## config.mk

```make
export PLATFORM = sky130hd
export DESIGN_NAME = mem_bus_arbiter
export DESIGN_NICKNAME = d
export VERILOG_FILES = /design/src/rtl/bus_arb_pkg.sv /design/src/rtl/rr_pick2.sv /design/src/rtl/mem_bus_arbiter.sv
export SDC_FILE = /design/constraint.sdc
export NUM_CORES = 1
export LEC_CHECK = 0
export BUFFER_PORTS_ARGS = -buffer_cell sky130_fd_sc_hd__buf_2
export CAP_MARGIN = 20
export CORE_AREA = 3 3 122 124
export CTS_CLUSTER_SIZE = 20
export DETAILED_ROUTE_END_ITERATION = 10
export DIE_AREA = 0 0 125 127
export GPL_TIMING_DRIVEN = 0
export PLACE_DENSITY = 0.54
export SYNTH_ARGS = -nofsm -noshare
export SYNTH_HDL_FRONTEND = slang
export SYNTH_SLANG_ARGS = --single-unit
```

## constraint.sdc

```tcl
create_clock -name clk -period 4.4 [get_ports clk]
set_input_delay 0 -clock clk [delete_from_list [all_inputs] [get_ports clk]]
set_output_delay 0 -clock clk [all_outputs]
set_load 0.05 [all_outputs]
```

## src/rtl/bus_arb_pkg.sv

```systemverilog
// Shared encodings and defaults for the two-master memory bus arbiter.
package bus_arb_pkg;

  // Arbiter FSM states.
  typedef enum logic {
    ST_IDLE = 1'b0,
    ST_BUSY = 1'b1
  } state_t;

  // Master identifiers, also used as the grant/last register values.
  localparam logic M0 = 1'b0;
  localparam logic M1 = 1'b1;

  // Read data handed back to a master whose transfer was ended by the watchdog.
  localparam logic [31:0] DEF_ERR_DATA = 32'hDEADBEEF;

endpackage

```

## src/rtl/rr_pick2.sv

```systemverilog
// Two-way round-robin winner select. Pure combinational; the caller registers the result.
module rr_pick2
  import bus_arb_pkg::*;
(
  input  logic [1:0] req,
  input  logic       last,
  output logic       winner
);

  // A lone requester always wins; on contention the master that was not served last wins.
  always_comb begin
    winner = M0;
    case (req)
      2'b01:   winner = M0;
      2'b10:   winner = M1;
      2'b11:   winner = ~last;
      default: winner = M0;
    endcase
  end

endmodule

```

## src/rtl/mem_bus_arbiter.sv

```systemverilog
// Shares one picorv32-native memory bus between two masters with round-robin
// arbitration, grant held for the whole transfer, and a per-transfer watchdog
// that completes stalled transfers with an error word.
module mem_bus_arbiter
  import bus_arb_pkg::*;
#(
  parameter int          TIMEOUT_CYCLES = 256,
  parameter logic [31:0] ERR_DATA       = DEF_ERR_DATA
) (
  input  logic        clk,
  input  logic        reset,
  input  logic        m0_valid,
  input  logic        m0_instr,
  input  logic [31:0] m0_addr,
  input  logic [31:0] m0_wdata,
  input  logic [3:0]  m0_wstrb,
  output logic [31:0] m0_rdata,
  output logic        m0_ready,
  input  logic        m1_valid,
  input  logic        m1_instr,
  input  logic [31:0] m1_addr,
  input  logic [31:0] m1_wdata,
  input  logic [3:0]  m1_wstrb,
  output logic [31:0] m1_rdata,
  output logic        m1_ready,
  output logic        s_valid,
  output logic        s_instr,
  output logic [31:0] s_addr,
  output logic [31:0] s_wdata,
  output logic [3:0]  s_wstrb,
  input  logic [31:0] s_rdata,
  input  logic        s_ready,
  output logic        busy,
  output logic        timeout_err,
  output logic        err_master,
  input  logic        err_clear
);

  // Counter just wide enough to reach TIMEOUT_CYCLES-1; it saturates instead of wrapping.
  localparam int              WD_W    = $clog2(TIMEOUT_CYCLES);
  localparam logic [WD_W-1:0] WD_LAST = WD_W'(TIMEOUT_CYCLES - 1);

  state_t          state, state_nx;
  logic            grant, grant_nx;
  logic            last, last_nx;
  logic [WD_W-1:0] wd_cnt, wd_nx;
  logic            timeout_err_nx;
  logic            err_master_nx;
  logic            winner;
  logic            g_valid;
  logic            done;
  logic [31:0]     done_data;

  rr_pick2 u_pick (
    .req    ({m1_valid, m0_valid}),
    .last   (last),
    .winner (winner)
  );

  // Next-state, bus mux and completion decode; everything defaults to the idle/zero view.
  always_comb begin
    state_nx       = state;
    grant_nx       = grant;
    last_nx        = last;
    wd_nx          = wd_cnt;
    err_master_nx  = err_master;
    timeout_err_nx = timeout_err & ~err_clear;
    g_valid        = 1'b0;
    done           = 1'b0;
    done_data      = 32'h0;
    s_valid        = 1'b0;
    s_instr        = 1'b0;
    s_addr         = 32'h0;
    s_wdata        = 32'h0;
    s_wstrb        = 4'h0;

    case (state)
      ST_IDLE: begin
        if (m0_valid || m1_valid) begin
          state_nx = ST_BUSY;
          grant_nx = winner;
          wd_nx    = '0;
        end
      end

      ST_BUSY: begin
        g_valid = (grant == M1) ? m1_valid : m0_valid;
        s_valid = g_valid;
        s_instr = (grant == M1) ? m1_instr : m0_instr;
        s_addr  = (grant == M1) ? m1_addr  : m0_addr;
        s_wdata = (grant == M1) ? m1_wdata : m0_wdata;
        s_wstrb = (grant == M1) ? m1_wstrb : m0_wstrb;

        if (!g_valid) begin
          // Master withdrew its request: abandon silently, fairness history untouched.
          state_nx = ST_IDLE;
        end else if (s_ready) begin
          // Slave completion wins even on the watchdog's final cycle.
          done      = 1'b1;
          done_data = s_rdata;
          last_nx   = grant;
          state_nx  = ST_IDLE;
        end else if (wd_cnt == WD_LAST) begin
          // Watchdog expiry: retract the slave request and answer the master ourselves.
          s_valid        = 1'b0;
          done           = 1'b1;
          done_data      = ERR_DATA;
          timeout_err_nx = 1'b1;
          err_master_nx  = grant;
          last_nx        = grant;
          state_nx       = ST_IDLE;
        end else if (wd_cnt != '1) begin
          wd_nx = wd_cnt + 1'b1;
        end
      end

      default: state_nx = ST_IDLE;
    endcase

    m0_ready = done && (grant == M0);
    m1_ready = done && (grant == M1);
    m0_rdata = m0_ready ? done_data : 32'h0;
    m1_rdata = m1_ready ? done_data : 32'h0;
    busy     = (state == ST_BUSY);
  end

  // Control registers; an asynchronous reset drops the bus back to idle immediately.
  always_ff @(posedge clk or posedge reset) begin
    if (reset) begin
      state       <= ST_IDLE;
      grant       <= M0;
      last        <= M1;
      wd_cnt      <= '0;
      timeout_err <= 1'b0;
      err_master  <= M0;
    end else begin
      state       <= state_nx;
      grant       <= grant_nx;
      last        <= last_nx;
      wd_cnt      <= wd_nx;
      timeout_err <= timeout_err_nx;
      err_master  <= err_master_nx;
    end
  end

endmodule
```

==> results by stage <==
Route:
- For this block, the routed nets add up to 12.74 mm of wire.
- In the routed layout, each cell is associated on average with a via count of 4.240.
- The total vias in the final route is 3468.
- The number of nets with antenna violations after detailed routing is 0.
- The starting DRC count in detailed routing is 89.
- In the routed design, unresolved DRC markers number 0.
- The detail-routed net length per standard cell is 15.58 µm.
- For this run, the detailed router's first-pass iteration total came to 4.

Worst setup path:
- STA puts the critical path data required time at 4.40 ns.
- The cell family with the largest share of critical-path delay is buffers and inverters.
- The startpoint identified for the worst register-to-register timing path is wd_cnt[0].
- The largest single stage delay on the critical path is 0.43 ns.
- The startpoint class of the critical path is a register.
- The critical path is of the register to primary output type.
- The critical-path maximum fanout is 10.
- The highest-delay cell along the critical path is dfrtp_1.
- In this run the worst setup path begins at wd_cnt[0].
- The worst endpoint data arrival time is 2.55 ns.
- The critical path goes through ha_1 > nand4_1 > o21ai_2 > nand3_2 > clkbuf_1 > nor2_1 > buf_2.
- The type of element capturing the critical path is a primary output.
- The critical path buffer and inverter count is 2.

Global route:
- The wire length of the first global-routing pass is 18.37 mm.
- Entering global routing, the biggest net connects 14 pins.
- The initial antenna violation count is 3.
- The via count of the first global-routing pass is 3294.
- For this run the aggregate overflow at the end of global routing stands at 0.
- In the global route stage, overall resource usage came out at 0.1454.

Clock tree:
- The number of setup buffers added after CTS is 0.
- The number of hold buffers added after CTS was 1.
- The clock tree from TritonCTS is yes.
- CTS built an H-tree with a depth of 1.
- The latest clock arrival within the worst-skew pair is 0.24 ns.
- Counting along the longest clock path gives a buffer depth of 2.
- The root buffer cell is clkbuf_16.
- In this run, CTS created clock tree buffers numbering 3.
- The number of sinks on the clock net is 13.
- After clock tree synthesis, the repair step resized 0 gates.
- The clock-pin slew of the registers on the worst-case setup and hold paths is 0.04 ns.

Place:
- The HPWL after detailed placement is 11.13 mm.
- The number of port buffers is 314.
- In this run the cell area measured after placement is 3904 µm².
- The routability congestion estimate is 0.9037.

Flow run:
- The number of maximum-capacitance constraint violations is 0.

Finish:
- Of the cells placed in the final design, the portion with a size suffix greater than 1 is 0.5251.
- The number of antenna cells inserted is 0.
- The sequential cells in the finished layout cover a total of 326.6 µm².
- The area growth from synthesis to layout is 89.49%.
- After filler insertion, the fill cell instance count of the layout stands at 1619.
- The area of the multi-input gates is 1652 µm².
- The total number of nets in the final design is 816.
- The cell area after layout is 3993 µm².

Status:
- The flow ran to the end, and the final reports show no timing, DRC or antenna violations.

Yosys:
- Counting distinct cell types in the post-synthesis netlist gives 34.
- The count of warnings emitted by yosys is 0.
- The leading register cell type out of synthesis is dfrtp_1.
- The mean post-synth cell area is 6.605 µm².
- Ranked by total cell area, the synthesized netlist is headed by mux2i_1, nor2_1, dfrtp_1.
- The cell count after synthesis came out at 319.
- The fraction of synthesized cell area taken by the top area cell type is 0.3468.
- The number of flip-flops and latches in the synthesized netlist is 13.
- The share of the Yosys chip area taken by registers is 0.1550.
- Synthesis produced a netlist with a net count of 496.
- The post-synth design cell area is 2107 µm².
- The synthesized design contains 0 enable-type register cells.
- The fraction of registers with async set or reset after synthesis is 1.000.
- Of all cell types, the one taking the most synthesized area is mux2i_1.

Timing:
- Derived from the worst setup path, the maximum achievable clock frequency is 392.2 MHz.
- The number of failing hold endpoints at the final stage was 0.
- The worst clock skew on the final layout is 0.0009735 ns.
- In this run the tightest slew margin relative to its limit is 0.5515.
- The aggregate negative setup slack is 0 ns.
- Dividing the final minimum period by the clock period gives 0.5795.
- The final critical path time including I/O delays and setup is 2.550 ns.
- The number of pins exceeding their max-slew limit in the final report is 0.
- Setup repair after global routing left no endpoint under its margin.
- The transition at the pin with the smallest max-transition slack is 0.6728 ns.
- Setup violations remaining at the end of the flow were counted as 0.

Min path:
- The path category of the worst min-delay check is input pin to register.
- The worst hold path begins at err_clear.

Pwr:
- VDD sags by at most 310.2 µV.
- For this design the ratio of total power to cell area is 619.9 nW/µm².
- The leakage power total is 2.629 nW.

Die:
- The floorplan has 43 rows.
- In this run the count of I/O pins placed on the die edge is 315.
- For this configuration, the core starts out at a cell density of 0.1518.
- The die is 127 µm tall.
- After floorplanning, the core was sized to cover 13880 µm².
- The full die area is 15880 µm².
- Measured along the x axis, the die boundary spans 125 µm.
-- flip-flops by register name (all words and copies together) (netlist names) --
signal and count:
timeout_err 1, err_master 1, grant 1, busy 1, last 1, wd_cnt 8
-- routing by layer --
metal  wire (µm)  GRT usage  vias up
met1        4820     0.1636     1496
met5          16          0        -
li1            -          -     1722
met4         244    0.03316        4
met2        6586     0.2784      228
met3        1075    0.03303       18
-- metrics by stage --
| stage | setup WS [ns] | hold WS [ns] | power, W | std cells | utilization |
|---|---|---|---|---|---|
| final | 1.850 | 0.05176 | 0.002475 | 818 | 0.2876 |
| after global routing | 1.547 | 0.07191 | 0.002606 | 818 | 0.2876 |
| after detailed placement | 2.115 | 0.05546 | 0.002325 | 813 | 0.2812 |
| after CTS | 1.859 | 0.05833 | 0.002502 | 818 | 0.2876 |
| after floorplan | 2.209 | -0.1238 | 0.001790 | 319 | - |
| after global placement | 2.104 | 0.06133 | 0.002328 | 813 | 0.2812 |
-- cell usage in the layout, fill, tap and decap left out, types with 2 or more instances in the layout --
| cell | n |
|---|---|
| nor3_1 | 2 |
| and3_1 | 17 |
| o21ai_0 | 2 |
| o31ai_1 | 3 |
| inv_1 | 4 |
| nand2_1 | 8 |
| mux2i_1 | 73 |
| buf_2 | 324 |
| nand4_1 | 2 |
| clkbuf_1 | 14 |
| clkbuf_16 | 3 |
| nor2_1 | 142 |
| inv_2 | 4 |
| dfrtp_1 | 12 |
| nand3_1 | 5 |
| o311ai_0 | 3 |
-- Yosys cell counts, types with 2 or more instances --
| master | number |
|---|---|
| nor2_1 | 142 |
| mux2i_1 | 73 |
| and3_1 | 17 |
| clkbuf_1 | 13 |
| dfrtp_1 | 12 |
| buf_2 | 10 |
| nand2_1 | 8 |
| nand3_1 | 5 |
| inv_1 | 4 |
| inv_2 | 4 |
| o311ai_0 | 3 |
| o31ai_1 | 3 |
| nand4_1 | 2 |
| nor3_1 | 2 |
| o21ai_0 | 2 |
-- worst reg2reg max path: cells and delay by family, from the launching register on --
| family | cells | cell delay, ns |
|---|---|---|
| AO/OA/AOI/OAI | 1 | 0.37 |
| adder cells (fa/ha/maj) | 1 | 0.25 |
| buffers and inverters | 1 | 0.36 |
| flip-flops | 1 | 0.43 |
| AND/OR/NAND/NOR | 3 | 0.59 |
-- report_power, final --
group / leakage [nW] / internal [W] / switching (W)
Sequential: 0.173 / 0.000143 / 0.0000214
Clock: 0.0382 / 0.000122 / 0.0000484
Combinational: 2.42 / 0.000538 / 0.00160
-- worst paths after layout --
kind | end | slack (ns) | depth (start not counted)
setup / recovery | m1_rdata[26] | 1.85 | 7
hold / removal | timeout_err | 0.05 | 3
setup reg to reg | last | 2.34 | 6
hold reg to reg | timeout_err | 0.48 | 1
max in group asynchronous | last | 3.70 | 3
min in group asynchronous | grant | 0.35 | 3
-- kinds of logic after synthesis --
family | Yosys count | synth area share
adder cells (fa/ha/maj) | 1 | 0.005937
AND/OR/NAND/NOR | 183 | 0.3646
flip-flops | 13 | 0.1550
multiplexers | 75 | 0.3575
buffers and inverters | 31 | 0.06116
AO/OA/AOI/OAI | 16 | 0.05582
-- cell type report --
class	count	area share
sequential	13	0.08179
buffer	23	0.02476
multi-input combinational	275	0.4137
clock buffer	4	0.01974
inverter	8	0.007521
timing repair buffer	315	0.3961
tap	180	0.05641
No activity file was read; power rests on OpenSTA's default activity.
